**src/rtl/nx_ram_sched_pkg.sv**
```systemverilog
// Shared types and helpers for the single-port RAM scheduler.
package nx_ram_sched_pkg;

    typedef enum logic {
        INIT = 1'b0,
        RUN  = 1'b1
    } sched_state_e;

    // Round-robin pick over up to 8 requesters: search upward from ptr with
    // wrap at n, first set bit wins. Returns a one-hot vector (all zero if none).
    function automatic logic [7:0] rr_pick(
        input logic [7:0]  vld,
        input logic [2:0]  ptr,
        input int unsigned n
    );
        logic [7:0] gnt;
        logic       found;
        logic [2:0] idx;
        gnt   = '0;
        found = 1'b0;
        for (int unsigned k = 0; k < 8; k++) begin
            if (k < n) begin
                idx = 3'(({29'b0, ptr} + k) % n);
                if (!found && vld[idx]) begin
                    gnt[idx] = 1'b1;
                    found    = 1'b1;
                end
            end
        end
        return gnt;
    endfunction

endpackage

```
**src/rtl/nx_ram_1rw_sched_arb.sv**
```systemverilog
// Combinational round-robin arbiter: one-hot grant plus encoded winner index.
module nx_rr_arb
    import nx_ram_sched_pkg::*;
#(
    parameter int NUM_REQ = 3,
    parameter int IW      = $clog2(NUM_REQ)
) (
    input  logic [NUM_REQ-1:0] vld,
    input  logic [IW-1:0]      ptr,
    output logic [NUM_REQ-1:0] gnt,
    output logic [IW-1:0]      gnt_idx,
    output logic               gnt_any
);

    logic [7:0] vld_ext;
    logic [2:0] ptr_ext;
    logic [7:0] gnt_ext;

    // Widen to the helper's fixed 8-lane form and pick the winner.
    always_comb begin
        vld_ext              = '0;
        vld_ext[NUM_REQ-1:0] = vld;
        ptr_ext              = '0;
        ptr_ext[IW-1:0]      = ptr;
        gnt_ext              = rr_pick(vld_ext, ptr_ext, NUM_REQ);
        gnt                  = gnt_ext[NUM_REQ-1:0];
        gnt_any              = |gnt_ext;
    end

    // One-hot to binary encode of the winner.
    always_comb begin
        gnt_idx = '0;
        for (int i = 0; i < NUM_REQ; i++) begin
            if (gnt[i]) begin
                gnt_idx = IW'(i);
            end
        end
    end

endmodule

```
**src/rtl/nx_ram_1rw_sched.sv**
```systemverilog
// Zero-fill sequencer and round-robin port sharer in front of a 1RW RAM.
module nx_ram_1rw_sched
    import nx_ram_sched_pkg::*;
#(
    parameter  int NUM_REQ = 3,
    parameter  int WIDTH   = 38,
    parameter  int DEPTH   = 16384,
    localparam int AW      = $clog2(DEPTH)
) (
    input  logic                     clk,
    input  logic                     rst,
    input  logic                     init_req,
    output logic                     init_done,
    input  logic [NUM_REQ-1:0]       req_vld,
    input  logic [NUM_REQ-1:0]       req_we,
    input  logic [NUM_REQ*AW-1:0]    req_add,
    input  logic [NUM_REQ*WIDTH-1:0] req_din,
    input  logic [NUM_REQ*WIDTH-1:0] req_bwe,
    output logic [NUM_REQ-1:0]       req_rdy,
    output logic [NUM_REQ-1:0]       rsp_vld,
    output logic [WIDTH-1:0]         rsp_dat,
    output logic                     ram_cs,
    output logic                     ram_we,
    output logic [AW-1:0]            ram_add,
    output logic [WIDTH-1:0]         ram_din,
    output logic [WIDTH-1:0]         ram_bwe,
    input  logic [WIDTH-1:0]         ram_dout
);

    localparam int IW = $clog2(NUM_REQ);

    sched_state_e       state_reg;
    logic [AW-1:0]      init_add_reg;
    logic [IW-1:0]      rr_ptr_reg;
    logic [NUM_REQ-1:0] rsp_vld_reg;
    logic               init_done_reg;

    logic [NUM_REQ-1:0] arb_gnt;
    logic [IW-1:0]      arb_idx;
    logic               arb_any;
    logic               grant_en;
    logic [IW-1:0]      rr_ptr_next;

    logic [AW-1:0]      add_arr [NUM_REQ];
    logic [WIDTH-1:0]   din_arr [NUM_REQ];
    logic [WIDTH-1:0]   bwe_arr [NUM_REQ];

    // Unpack the per-requester fields so the winner can be selected by index.
    for (genvar gi = 0; gi < NUM_REQ; gi++) begin : g_unpack
        assign add_arr[gi] = req_add[gi*AW +: AW];
        assign din_arr[gi] = req_din[gi*WIDTH +: WIDTH];
        assign bwe_arr[gi] = req_bwe[gi*WIDTH +: WIDTH];
    end

    nx_rr_arb #(
        .NUM_REQ (NUM_REQ),
        .IW      (IW)
    ) u_arb (
        .vld     (req_vld),
        .ptr     (rr_ptr_reg),
        .gnt     (arb_gnt),
        .gnt_idx (arb_idx),
        .gnt_any (arb_any)
    );

    // Grants only exist in RUN and never while reset is asserted.
    assign grant_en    = (state_reg == RUN) && !rst;
    assign req_rdy     = grant_en ? arb_gnt : '0;
    assign rr_ptr_next = (arb_idx == IW'(NUM_REQ - 1)) ? '0 : arb_idx + IW'(1);

    // Outputs are masked during reset so a stale response or done flag never leaks.
    assign init_done = init_done_reg & ~rst;
    assign rsp_vld   = rst ? '0 : rsp_vld_reg;
    assign rsp_dat   = ram_dout;

    // RAM port mux: fill writes in INIT, the granted requester's fields in RUN.
    always_comb begin
        ram_cs  = 1'b0;
        ram_we  = 1'b0;
        ram_add = '0;
        ram_din = '0;
        ram_bwe = '0;
        if (state_reg == INIT) begin
            ram_cs  = !rst;
            ram_we  = 1'b1;
            ram_add = init_add_reg;
            ram_bwe = '1;
        end else if (grant_en && arb_any) begin
            ram_cs  = 1'b1;
            ram_we  = req_we[arb_idx];
            ram_add = add_arr[arb_idx];
            ram_din = din_arr[arb_idx];
            ram_bwe = bwe_arr[arb_idx];
        end
    end

    // Sequencer FSM, fill counter, fairness pointer and read-response register.
    always_ff @(posedge clk) begin
        if (rst) begin
            state_reg     <= INIT;
            init_add_reg  <= '0;
            rr_ptr_reg    <= '0;
            rsp_vld_reg   <= '0;
            init_done_reg <= 1'b0;
        end else begin
            // A granted read answers one cycle later; this also covers a read
            // granted alongside init_req, whose answer lands in the first INIT cycle.
            rsp_vld_reg <= req_rdy & ~req_we;
            case (state_reg)
                INIT: begin
                    init_add_reg <= init_add_reg + AW'(1);
                    if (init_add_reg == AW'(DEPTH - 1)) begin
                        state_reg     <= RUN;
                        init_done_reg <= 1'b1;
                        init_add_reg  <= '0;
                    end
                end
                RUN: begin
                    if (arb_any) begin
                        rr_ptr_reg <= rr_ptr_next;
                    end
                    if (init_req) begin
                        state_reg     <= INIT;
                        init_add_reg  <= '0;
                        init_done_reg <= 1'b0;
                    end
                end
                default: begin
                    state_reg <= INIT;
                end
            endcase
        end
    end

endmodule

```
**config.mk**
```make
export PLATFORM = sky130hd
export DESIGN_NAME = nx_ram_1rw_sched
export DESIGN_NICKNAME = d
export VERILOG_FILES = /design/src/rtl/nx_ram_sched_pkg.sv /design/src/rtl/nx_ram_1rw_sched_arb.sv /design/src/rtl/nx_ram_1rw_sched.sv
export SDC_FILE = /design/constraint.sdc
export NUM_CORES = 1
export LEC_CHECK = 0
export CAP_MARGIN = 0
export CORE_AREA = 3 3 177 179
export CTS_CLUSTER_DIAMETER = 200
export DETAILED_ROUTE_END_ITERATION = 6
export DIE_AREA = 0 0 180 182
export PLACE_DENSITY = 0.55
export SETUP_SLACK_MARGIN = 0.3
export SLEW_MARGIN = 10
export SYNTH_ARGS = -nofsm -noshare
export SYNTH_HDL_FRONTEND = slang
export SYNTH_SLANG_ARGS = --single-unit
```
**constraint.sdc**
```tcl
create_clock -name clk -period 4.5 [get_ports clk]
set_input_delay 0.675 -clock clk [delete_from_list [all_inputs] [get_ports clk]]
set_output_delay 0.675 -clock clk [all_outputs]
set_load 0.005 [all_outputs]
```
; Word-level counts from Yosys, hierarchy flattened
; Index checks and enable logic that the tools add are counted.
; W data, S select, Z words.
[totals]
register_bits = 21
latch_bits = 0
mem_bits_rw = 0
romBits = 0
inputBits = 317
out_inout_bits = 137
word_cells = 97
memories = 0
[classes]
add_sub_neg = 4
n_mul = 0
n_div = 3
magnitude_cmp = 8
eq_ne = 4
n_shift = 0
muxes = 52
bitwise = 8
n_reduce_logical = 13
[ops]
columns = operator, count
row1 = $mux W38, 8
row2 = $bmux W38 S2, 2
row3 = $mux W14, 6
row4 = $mod A32 B2 Y32 const B, 2
row5 = $mod A2 B2 Y32 const B, 1
row6 = $bmux W14 S2, 1
row7 = $pmux W14 S2, 1
row8 = $mux W8, 3
row9 = $mux W1, 18
row10 = $or A8 B8 Y8, 2
row11 = $add A14 B1 Y14 const B, 1
row12 = $eq A14 B14 Y1 const B, 1
row13 = $lt A3 B4 Y1 const B, 3
row14 = $bmux W1 S3, 3
row15 = $demux W1 S3, 3
row16 = $ge A3 B1 Y1 const B, 3
row17 = $reduce_or A8 Y1, 1
row18 = $logic_and A1 B1 Y1, 7
row19 = $mux W3, 2
row20 = $mux W2, 2
row21 = $pmux W1 S2, 2
row22 = $reduce_and A2 Y1, 2
row23 = $add A2 B1 Y3 const B, 1
row24 = $add A2 B2 Y3 const B, 1
row25 = other kinds (13), 16

; Longest topological paths before layout
[logic_depth]
word_depth = 18
depth_mapped = 12
ltp_nobuf = 8

; Hierarchy
; A second synthesis with hierarchy kept.
[hier_totals]
cells_unflattened = 639
hier_area_um2 = 4134.0
[modules_own_cells]
columns = mod, instances, cells_each, area_per_inst_um2, seq_area_each_um2
row1 = nx_ram_1rw_sched, 1, 587, 3713.6, 420.4
row2 = nx_rr_arb, 1, 52, 420.4, 0.0

; Worst setup path before layout
; No wires, ideal clock.
[synth_path]
path_type = reg-to-output
startpoint = reg rr_ptr_reg[1]
endpoint = out ram_din[0]
arrival_time_ps = 2751
required_ps = 3825
slack_ps = 1074
stages_incl_launch_ff = 13
path_buffers = 4
cell_sequence = dfxtp_1 > inv_1 > ha_1 > buf_6 > mux2_4 > a21o_1 > a2111o_1 > and2_1 > buf_6 > buf_6 > buf_6 > mux2i_1 > a211oi_1
[synth_between]
elab_chain_cells = 18
elab_cells_between_ends = 47
cone_classes = 2 x add/sub / 3 x div / 6 x order compare / 24 x mux / 3 x bitwise / 9 x reduce/logical
[synth_rtl]
columns = element, line
row1 = "start, declared", nx_ram_1rw_sched.sv:34  ; logic [IW-1:0] rr_ptr_reg;
row2 = "start signal, assigned", nx_ram_1rw_sched.sv:120  ; rr_ptr_reg <= rr_ptr_next;
row3 = $add A2 B1 Y3 or $mod A2 B2 Y32 (tied branches), nx_ram_sched_pkg.sv:23  ; idx = 3'(({29'b0, ptr} + k) % n);
row4 = $mod A32 B2 Y32 (tied with other cells), nx_ram_sched_pkg.sv:23
row5 = $lt A3 B4 Y1 (not written as such) (tied with other cells), nx_ram_sched_pkg.sv:25  ; gnt[idx] = 1'b1;
row6 = $logic_and A1 B1 Y1 (not written as such) (tied with other cells), nx_ram_sched_pkg.sv:25
row7 = $mux W1 (not written as such) (tied with other cells), nx_ram_sched_pkg.sv:25
row8 = $demux W1 S3 (tied with other cells), n/a
row9 = $or A8 B8 Y8 (no source line) or $mux W1 (tied branches), n/a
row10 = $mux W8 or $logic_not A1 Y1 (tied branches), nx_ram_sched_pkg.sv:24  ; if (!found && vld[idx]) begin
row11 = $or A8 B8 Y8 (no source line) or $logic_and A1 B1 Y1 (tied branches), n/a
row12 = $mux W8 (*), nx_ram_sched_pkg.sv:24
row13 = $mux W1, nx_ram_1rw_sched_arb.sv:34  ; if (gnt[i]) begin
row14 = $mux W2, nx_ram_1rw_sched_arb.sv:34
row15 = $not A2 Y3 (not written as such), nx_ram_1rw_sched.sv:92  ; ram_din = din_arr[arb_idx];
row16 = $bmux W38 S2, nx_ram_1rw_sched.sv:92
row17 = $mux W38 (not written as such) (2 in series), nx_ram_1rw_sched.sv:92
row18 = $mux W38 (*), nx_ram_1rw_sched.sv:88  ; end else if (grant_en && arb_any) begin
row19 = $mux W38 (*), nx_ram_1rw_sched.sv:83  ; if (state_reg == INIT) begin
row20 = "end, declared", nx_ram_1rw_sched.sv:25  ; output logic [WIDTH-1:0] ram_din,
; Mark *: on every way between the ends. The rest lies on a longest branch, timed or not. The select of a mux whose other input is x is not followed.

; Worst setup path after layout
[layout_path]
startpoint = in req_vld[1]
endpoint = out ram_bwe[1]
[layout_between]
elab_chain_cells = 17
elab_cells_between_ends = 27
cone_classes = 18 x mux / 3 x bitwise / 6 x reduce/logical
[layout_rtl]
columns = element, line
row1 = "start, declared", nx_ram_1rw_sched.sv:14  ; input logic [NUM_REQ-1:0] req_vld,
row2 = $bmux W1 S3, nx_ram_sched_pkg.sv:24
row3 = $mux W1 (not written as such), nx_ram_sched_pkg.sv:24
row4 = $mux W1, nx_ram_sched_pkg.sv:24
row5 = $logic_not A1 Y1, nx_ram_sched_pkg.sv:24
row6 = $logic_and A1 B1 Y1, nx_ram_sched_pkg.sv:24
row7 = $mux W1, nx_ram_sched_pkg.sv:24
row8 = $logic_not A1 Y1, nx_ram_sched_pkg.sv:24
row9 = $logic_and A1 B1 Y1, nx_ram_sched_pkg.sv:24
row10 = $mux W8 (*), nx_ram_sched_pkg.sv:24
row11 = $mux W1, nx_ram_1rw_sched_arb.sv:34
row12 = $mux W2, nx_ram_1rw_sched_arb.sv:34
row13 = $not A2 Y3 (not written as such), nx_ram_1rw_sched.sv:93  ; ram_bwe = bwe_arr[arb_idx];
row14 = $bmux W38 S2, nx_ram_1rw_sched.sv:93
row15 = $mux W38 (not written as such) (2 in series), nx_ram_1rw_sched.sv:93
row16 = $mux W38 (*), nx_ram_1rw_sched.sv:88
row17 = $mux W38 (*), nx_ram_1rw_sched.sv:83
row18 = "end, declared", nx_ram_1rw_sched.sv:26  ; output logic [WIDTH-1:0] ram_bwe,
; Marked as above.

==> summary by stage <==
Outcome
The run finished with clean final reports.

Detailed routing
The post-detailed-route DRC marker count is 0. Before antenna repair, the detailed router went through 5 iterations. The number of nets with antenna violations after detailed routing is 0. The number of design-rule violations left by the first detailed-router iteration is 290. The wire length per cell is 21.2 um. Using the TritonRoute via totals, the vias-per-cell ratio works out to 4.53. The final routed wirelength across all metal layers is 27.9 mm. For this block, the via count after detailed routing is 5970.

Pwr
VDD sags by at most 0.108 mV. The total power of the final layout is 894 uW. In this run the static leakage power is 3.51 nW. For this design the ratio of total power to cell area is 101 nW/um^2.

Floorplanning
From bottom edge to top edge, the die measures 182 um. The width of the die is 180 um. In this run the standard cell core region covers 29700 sq um. The die covers 32800 sq um. Pin placement for this block handled 454 I/O pins.

The starting density of the core is 14.3%. The floorplan has 63 rows.

Cells and area
In the final layout, the share of cells above drive strength 1 is 13.2%. The final instance area is 8880 sq um. The area growth from synthesis to layout is 109%. Once layout is complete, the utilization of the core stands at 29.9%. The register with the most flip-flops in the layout has 14 of them.

The number of nets in the finished design is 1253. The number of fill cells is 3185.

Synth
The net count of the mapped netlist is 901. The sequential-to-total area share from yosys stat is 9.90%. After synthesis the cells add up to 4250 sq um. The largest area contributor in the synthesized netlist is mux2i_1. In the synthesized netlist, the number of instances is 575. By area the synthesized netlist is led by mux2i_1 (19%), dfxtp_1 (9.9%), a211oi_1 (8.3%), buf_4 (7.6%), o311ai_0 (7.4%). The total number of yosys warnings is 0. The number of enable-type register cells in the synthesized netlist is 0.

The share of synthesized area in the top cell type comes to 18.6%. The synthesized area divided by synthesized cell count is 7.39 sq um. The count of cell types in the netlist is 53.

The flip-flop cell with the highest count after synthesis is dfxtp_1. The number of register bits inferred by synthesis is 21. The share of async-settable or async-resettable flops after synthesis is 0%.

Clocking
The latest clock arrival within the worst-skew pair is 260 ps. TritonCTS built the clock tree. In this run the clock root is driven by a clkbuf_16.

The clock net sink count is 21. CTS built an H-tree with a depth of 1. For this design, the CTS-stage hold fixing added 0 buffers. The clock passes through at most 2 buffers. The total CTS buffers is 3.

After clock tree synthesis, the clock-pin slew on the worst setup and hold paths is 70 ps.

STA
The number of hold violations in the final report is 0. The headroom to the max-slew limit is 50.2%. Static timing analysis puts the maximum clock frequency at 240 MHz. In the finished design, the share of the clock period the worst path needs comes to 92.6%. The final-layout worst hold slack is 471 ps.

Setup repair after global routing could not meet its margin everywhere. At the pin with the least slew margin, the transition time is 746 ps. On the final layout, the worst clock skew is 8.17 ps. The number of pins with negative max-slew slack in the final report is 0. The final count of negative-setup-slack endpoints is 0. The final critical-path required period is 4170 ps.

Placement
The HPWL after detailed placement is 20.4 mm. At the end of routability-driven placement, the weighted congestion stood at 0.916. The number of input and output port buffers inserted is 377. The placed instance area is 8310 sq um.

Worst hold path
The path class of the tightest hold or removal check is reg -> reg.

Global route
The global router's overall resource usage is 15.3%. The number of global-route vias before repair is 6128. The remaining global-route overflow is 0. The number of antenna violations at the first check in global routing is 1. The wire length of the first global-routing pass is 39.0 mm. The maximum number of pins on one net before global-route repair is 56.

Setup path
The worst setup path is of the in -> out kind. The arrival time at the worst endpoint is 3490 ps. The endpoint type of the worst setup path is an output port. STA classifies the critical path startpoint as an input port. For the worst setup path, the data required time is 3830 ps. The worst-path maximum fanout is 23.

Run
The total of max-cap violations is 0.
[repair_timing]
item	CTS	global route
hold endpoints to repair	0	0
pin swaps	10	15
cloned	4	2
setup endpoints to repair	92	73
buffers inserted	5	17
gates resized for setup	71	41
[Yosys cell counts, types with 3 or more instances]
cell       count
o21ai_0       11
o21ai_1        8
inv_1         14
a31oi_1        5
buf_1          3
buf_6          7
buf_2         16
o211ai_1       4
nand3_1       43
nand3b_1       3
a2111oi_0      7
o311ai_0      36
nor3b_1        4
a21oi_1       15
a211oi_1      47
mux2i_1       79
a311oi_1       5
nor3_1        13
and3_1         5
nand2_1       25
nor2_1        57
a21boi_0       7
nor2b_1       12
dfxtp_1       21
buf_4         43
a221oi_1       7
ha_1           9
clkbuf_1      28
a2111oi_2      7
[path summary, 6_finish.rpt]
kind | from | end | slack, ps | cells past startpoint
min | init_done_reg | init_done_reg | 470 | 2
min reg2reg | init_done_reg | init_done_reg | 470 | 2
max reg2reg | rr_ptr_reg[1] | rr_ptr_reg[1] | 1820 | 9
max | req_vld[1] | ram_bwe[1] | 330 | 12
[layer usage]
layer	wire length, um	global-route usage (%)
met2	13800	27.5
met3	1740	3.27
met4	540	3.25
met1	11800	18.6
met5	0	0
[cells by family after synthesis]
group           Yosys count  synth area share (%)
compound gates          179                  33.5
simple gates            172                  19.1
buf+inv                 112                  15.4
mux                      80                  19.0
flops                    21                  9.90
fa+ha+maj                 9                  2.65
xor+xnor                  2                 0.412
[report_power, final]
part           internal [mW]  switching (mW)
clock                  0.120          0.0749
combinational          0.321           0.186
sequential             0.187         0.00332
[placed cells by master (no fill, tap or decap), types with 6 or more instances in the layout]
cell type,n
a211oi_1,40
o311ai_1,13
o21ai_0,10
o21ai_1,8
mux2i_1,78
nand2_1,25
a21boi_0,7
ha_1,6
o311ai_0,25
dlygate4sd2_1,40
inv_1,12
dfxtp_1,18
nor3_1,12
clkdlybuf4s50_1,324
buf_4,50
a211oi_2,8
buf_12,9
dlymetal6s2s_1,13
nand3_1,43
nor2_1,55
a221oi_1,7
a2111oi_2,10
a21oi_1,14
nor2b_1,12
[metrics by stage]
| stage | TNS [ps] | setup WS (ps) | cells |
|---|---|---|---|
| finish | 0 | 334 | 1317 |
| global route | 0 | 180 | 1317 |
| CTS | 0 | 184 | 1297 |
| detailed placement | -620 | -135 | 1284 |
| global placement | -136 | -102 | 1284 |
| floorplan | 0 | 1070 | 575 |
[layout make-up]
class / count / area [sq um] / share of cell area [%]
repair buffers: 440 / 4390 / 49.4
multi-input cells: 446 / 3440 / 38.7
well taps: 390 / 488 / 5.49
flip-flops and latches: 21 / 427 / 4.80
clock buffers: 3 / 75.1 / 0.845
inverters: 15 / 56.3 / 0.634
clock inverters: 1 / 7.51 / 0.0845
diodes: 1 / 2.50 / 0.0282
[worst max-delay path: stages]
cell	delay, ps
clkdlybuf4s50_1	410
buf_4	150
nand3b_1	170
o211ai_1	170
buf_4	180
o31ai_4	300
or2_2	240
buf_12	190
nand3_1	160
o311ai_1	150
buf_4	150
clkdlybuf4s50_1	490
No activity file was read; power rests on OpenSTA's default activity.
